===== src/rtl/event_capture_fifo.sv =====
// event_capture_fifo: synchronises an asynchronous event strobe from the filter
// stage, captures {pol, compout, timestamp} per rising edge into a
// first-word-fall-through FIFO, and flags dropped events with a sticky overflow.
// Optional feature: define EVT_TIMESTAMP_EN to build the free-running timestamp
// counter and store it per entry; otherwise the timestamp field reads 0.
module event_capture_fifo #(
    parameter int FIFO_DEPTH = 8,
    parameter int TS_WIDTH   = 12
) (
    input  logic                             wb_clk_i,
    input  logic                             wb_rst_i,
    input  logic                             enable,
    input  logic                             compout,
    input  logic                             pol,
    input  logic                             polxevent,
    output logic                             evt_valid,
    input  logic                             evt_ready,
    output logic [TS_WIDTH+1:0]              evt_data,
    output logic [$clog2(FIFO_DEPTH+1)-1:0]  fifo_level,
    output logic                             overflow,
    input  logic                             clr_overflow
);
    localparam int PW = $clog2(FIFO_DEPTH);
    localparam int LW = $clog2(FIFO_DEPTH + 1);
    localparam logic [PW-1:0] PTR_ONE  = PW'(1);
    localparam logic [LW-1:0] LVL_ONE  = LW'(1);
    localparam logic [LW-1:0] LVL_FULL = LW'(FIFO_DEPTH);
`ifdef EVT_TIMESTAMP_EN
    localparam int EW = TS_WIDTH + 2;
`else
    localparam int EW = 2;
`endif

    logic          comp_s1, comp_s2;
    logic          pol_s1, pol_s2;
    logic          evt_s1, evt_s2, evt_s3;
    logic [1:0]    flush_cnt;
    logic          armed;
    logic          detect;
    logic [EW-1:0] mem [FIFO_DEPTH];
    logic [PW-1:0] wptr, rptr;
    logic [EW-1:0] entry_in;
    logic [EW-1:0] head;
    logic          empty, full, do_pop, do_push, drop;

    // Two-flop synchronisers for all filter-stage inputs, third flop on the strobe for edge detect
    always_ff @(posedge wb_clk_i or posedge wb_rst_i) begin
        if (wb_rst_i) begin
            comp_s1 <= 1'b0;
            comp_s2 <= 1'b0;
            pol_s1  <= 1'b0;
            pol_s2  <= 1'b0;
            evt_s1  <= 1'b0;
            evt_s2  <= 1'b0;
            evt_s3  <= 1'b0;
        end else begin
            comp_s1 <= compout;
            comp_s2 <= comp_s1;
            pol_s1  <= pol;
            pol_s2  <= pol_s1;
            evt_s1  <= polxevent;
            evt_s2  <= evt_s1;
            evt_s3  <= evt_s2;
        end
    end

    // Arm edge detection only after a genuine low has passed the synchroniser, so a
    // strobe already high at reset release is not mistaken for a rising edge
    always_ff @(posedge wb_clk_i or posedge wb_rst_i) begin
        if (wb_rst_i) begin
            flush_cnt <= 2'd0;
            armed     <= 1'b0;
        end else begin
            if (flush_cnt != 2'd2) flush_cnt <= flush_cnt + 2'd1;
            if (flush_cnt == 2'd2 && !evt_s2) armed <= 1'b1;
        end
    end

`ifdef EVT_TIMESTAMP_EN
    logic [TS_WIDTH-1:0] ts;
    localparam logic [TS_WIDTH-1:0] TS_ONE = TS_WIDTH'(1);

    // Free-running timestamp, frozen while capture is disabled
    always_ff @(posedge wb_clk_i or posedge wb_rst_i) begin
        if (wb_rst_i) ts <= '0;
        else if (enable) ts <= ts + TS_ONE;
    end

    assign entry_in = {pol_s2, comp_s2, ts};
    assign evt_data = empty ? '0 : head;
`else
    assign entry_in = {pol_s2, comp_s2};
    assign evt_data = empty ? '0 : {head, {TS_WIDTH{1'b0}}};
`endif

    assign head      = mem[rptr];
    assign evt_valid = ~empty;

    // Push/pop decisions; a full FIFO still accepts a push when the head leaves the same edge
    always_comb begin
        detect  = evt_s2 & ~evt_s3 & armed;
        empty   = (fifo_level == '0);
        full    = (fifo_level == LVL_FULL);
        do_pop  = ~empty & evt_ready;
        do_push = detect & enable & (~full | do_pop);
        drop    = detect & enable & full & ~do_pop;
    end

    // Entry storage; contents are only observable through the valid-gated head
    always_ff @(posedge wb_clk_i) begin
        if (do_push) mem[wptr] <= entry_in;
    end

    // Pointers wrap naturally at the power-of-two depth; level tracks push/pop exactly
    always_ff @(posedge wb_clk_i or posedge wb_rst_i) begin
        if (wb_rst_i) begin
            wptr       <= '0;
            rptr       <= '0;
            fifo_level <= '0;
        end else begin
            if (do_push) wptr <= wptr + PTR_ONE;
            if (do_pop)  rptr <= rptr + PTR_ONE;
            case ({do_push, do_pop})
                2'b10:   fifo_level <= fifo_level + LVL_ONE;
                2'b01:   fifo_level <= fifo_level - LVL_ONE;
                default: fifo_level <= fifo_level;
            endcase
        end
    end

    // Sticky drop flag; a drop in the clearing cycle wins
    always_ff @(posedge wb_clk_i or posedge wb_rst_i) begin
        if (wb_rst_i) overflow <= 1'b0;
        else if (drop) overflow <= 1'b1;
        else if (clr_overflow) overflow <= 1'b0;
    end
endmodule

===== config.mk =====
export PLATFORM = sky130hd
export DESIGN_NAME = event_capture_fifo
export DESIGN_NICKNAME = d
export VERILOG_FILES = /design/src/rtl/event_capture_fifo.sv
export SDC_FILE = /design/constraint.sdc
export NUM_CORES = 1
export LEC_CHECK = 0
export CAP_MARGIN = 20
export CELL_PAD_IN_SITES_DETAIL_PLACEMENT = 0
export CELL_PAD_IN_SITES_GLOBAL_PLACEMENT = 1
export CORE_ASPECT_RATIO = 0.75
export CORE_MARGIN = 3
export CORE_UTILIZATION = 43
export CTS_CLUSTER_SIZE = 24
export DETAILED_ROUTE_END_ITERATION = 8
export PLACE_DENSITY = 0.87
export SETUP_SLACK_MARGIN = 0.15
export SLEW_MARGIN = 20
export SYNTH_ARGS = -nofsm -noshare
export SYNTH_HDL_FRONTEND = slang
export SYNTH_SLANG_ARGS = --single-unit

===== constraint.sdc =====
create_clock -name wb_clk_i -period 2.9 [get_ports wb_clk_i]
set_input_delay 0.725 -clock wb_clk_i [delete_from_list [all_inputs] [get_ports wb_clk_i]]
set_output_delay 0.725 -clock wb_clk_i [all_outputs]
set_load 0.02 [all_outputs]

==> flow_summary.toml <==
[setup_path]
worstSetupStartpointType = "flip-flop"
crit_slowest_cell = "mux4_2"
path_buf_inv = 2
worstPathCellList = "buf_4, mux4_2, mux2i_1, nor2_1, dlygate4sd2_1"
required_ns = 2.17
endpoint_kind = "output pin"
crit_type = "flip-flop to output pin"
crit_arrival_ns = 1.87
critical-path-max-stage-delay_ns = 0.49
critPathMaxFanout = 5
cp_top_family = "multiplexers"

[synth]
syn-mean-instance-area_um2 = 13.4
yosys_most_used_dff = "dfrtp_1"
synth_top_area_frac = 0.302
ys_types = 40
synth_edf_count = 16
ys_seq_area_frac = 0.577
syn_area_um2 = 1740
synthTopCellsByArea = "dfrtp_1 30%, edfxtp_1 28%, buf_4 5.2%"
async_flop_share = 0.568
ys_seq_elements = 37
yosys_warnings = 0
syn-instance-count = 130
yosys.area.top_type = "dfrtp_1"

[timing]
fin_crit_sh = 0.896
clock-skew-final_ns = 0.00330
fmax_mhz = 385
hold_viol_final = 0
slew_headroom = 0.470
tightest_slew_ns = 0.794
rsz0062_at_grt = "false"
drv_slew = 0
min_period_ns = 2.60
setup_viol = 0
finalSetupTns_ns = 0

[cts]
cts.htree.levels = 2
root_buffer = "clkbuf_8"
clock_latency_ns = 0.29
cts_tree = "yes"
cts.path.max_buffers = 2
cts_buffers = 5
clkSinkCount = 37
path_clk_slew_ns = 0.07

[global_route]
grt_max_degree = 22
grtUsageTotal = 0.137
gr-total-overflow = 0
grt_pass1_vias = 1001
grt_pass1_wl_um = 4820
grt_antenna_before_repair = 0

[routing]
detail_route.iter0.violations = 75
drt-wirelength-per-cell_um = 14.2
antenna_left = 0
dr_total_vias = 1052
wl_um = 2900
drc = 0
viasPerCell = 5.16
dr.pass1.iters = 4

[floorplan]
rows = 19
core_area_um2 = 3780
initial_core_util = 0.461
dieWidth_um = 79.5
fp.dieH_um = 61.1
dieArea_um2 = 4860
pin_count = 28

[final_layout]
fin_nets = 163
seqCellArea_um2 = 1010
final_cell_mix = "19 x dfrtp_1, 16 x edfxtp_1, 12 x conb_1, 12 x clkdlybuf4s50_1, 8 x inv_1"
drive_gt1_frac = 0.138
final_util = 0.529
area_delta_synth_final_pct = 14.8
num_antenna_cells = 0
multi_input_area_um2 = 624
fill_cells = 313
final_common_cell = "dfrtp_1"

[place]
port-buffer-count = 15
gp_congestion = 0.793
hpwl_um = 2070

[power]
ir_drop_v = 0.000357
powerDensity_nw_per_um2 = 845
cellLeakagePower_nw = 0.781

[run]
maxCapViolCount = 0

[run_status]
status = "complete, no violations"

[hold_path]
hold_path_class = "flip-flop to flip-flop"
[layer usage]
| metal | vias to the layer above | share of wire | global-route usage | wire length, um |
|---|---|---|---|---|
| li1 | 493 | - | - | - |
| met5 | - | 0 | 0 | 0 |
| met4 | 0 | 0.023 | 0.0809 | 68 |
| met1 | 519 | 0.44 | 0.173 | 1270 |
| met2 | 33 | 0.48 | 0.209 | 1390 |
| met3 | 7 | 0.062 | 0.0453 | 181 |
[flip-flops by register name, indices dropped and copies added (netlist names), 2 cells and up]
name,cells
mem,16
fifo_level,4
wptr,3
rptr,3
flush_cnt,2
[worst reg2reg max path, stage by stage (launching register included)]
cell and delay (ns):
dfrtp_1 0.38, buf_4 0.18, o41ai_4 0.47, nor2_1 0.16
xor2_1 0.17, ha_1 0.30, o2111a_1 0.14, a221o_1 0.26
[area by class of cell]
| class | count | area share |
|---|---|---|
| clock buffer | 7 | 0.0381 |
| inverter | 8 | 0.0150 |
| multi-input combinational | 79 | 0.312 |
| timing repair buffer | 20 | 0.0957 |
| tap | 52 | 0.0325 |
| clock inverter | 1 | 0.00250 |
| sequential | 37 | 0.504 |
[power by group]
| group | switching, mW | total, mW | internal, mW | leakage, nW |
|---|---|---|---|---|
| Combinational | 0.283 | 0.581 | 0.298 | 0.350 |
| Sequential | 0.136 | 0.766 | 0.630 | 0.389 |
| Clock | 0.176 | 0.344 | 0.169 | 0.0422 |
| Total | 0.594 | 1.69 | 1.10 | 0.781 |
[Yosys cell counts (2+ instances only)]
cell and n:
xnor2_1 7, buf_6 2, o211ai_1 3, dfrtp_1 21, ha_1 4, mux2i_1 3, edfxtp_1 16, inv_1 8
mux4_2 4, buf_2 2, nor3_1 4, buf_4 12, nor2_1 8, nand2_1 7, nand2b_1 3, nor4_1 2
[cell families (layout without fill, tap and decap cells)]
kind of cell | count (synthesis) | in the layout | share of synthesized area
buffers and inverters | 25 | 36 | 0.0897
multiplexers | 8 | 8 | 0.0754
AND/OR/NAND/NOR | 29 | 29 | 0.0854
AO/OA/AOI/OAI | 18 | 18 | 0.101
XOR/XNOR | 8 | 8 | 0.0402
other | 1 | 12 | 0.00215
flip-flops | 37 | 37 | 0.577
adder cells (fa/ha/maj) | 4 | 4 | 0.0287
[per-stage QoR]
| stage | power (mW) | hold WS (ns) | std cells | cell area, um^2 | worst slack (ns) |
|---|---|---|---|---|---|
| global route | 1.81 | 0.367 | 204 | 2000 | 0.201 |
| floorplan | 1.18 | 0.331 | 141 | 1780 | 0.784 |
| detailed placement | 1.35 | 0.336 | 194 | 1900 | 0.236 |
| global placement | 1.32 | 0.333 | 194 | 1900 | 0.319 |
| finish | 1.69 | 0.351 | 204 | 2000 | 0.303 |
| CTS | 1.70 | 0.353 | 203 | 1990 | 0.162 |
[worst paths after layout]
kind,from,end,slack (ns),cells past startpoint
max reg2reg,fifo_level[1],fifo_level[1],0.73,7
max,rptr[0],evt_data[12],0.30,5
min reg2reg,comp_s1,comp_s2,0.35,0
min,comp_s1,comp_s2,0.35,0
max in group asynchronous,wb_rst_i,rptr[0],1.47,2
min in group asynchronous,wb_rst_i,evt_s1,0.88,2
[what timing repair did]
action	in CTS	in global routing
resized for setup	3	3
pin swaps	0	0
hold buffers	0	0
hold endpoints to repair	0	0
buffers inserted	1	1
cloned	0	0
setup endpoints to repair	3	2
(Power assumes the default switching activity.)
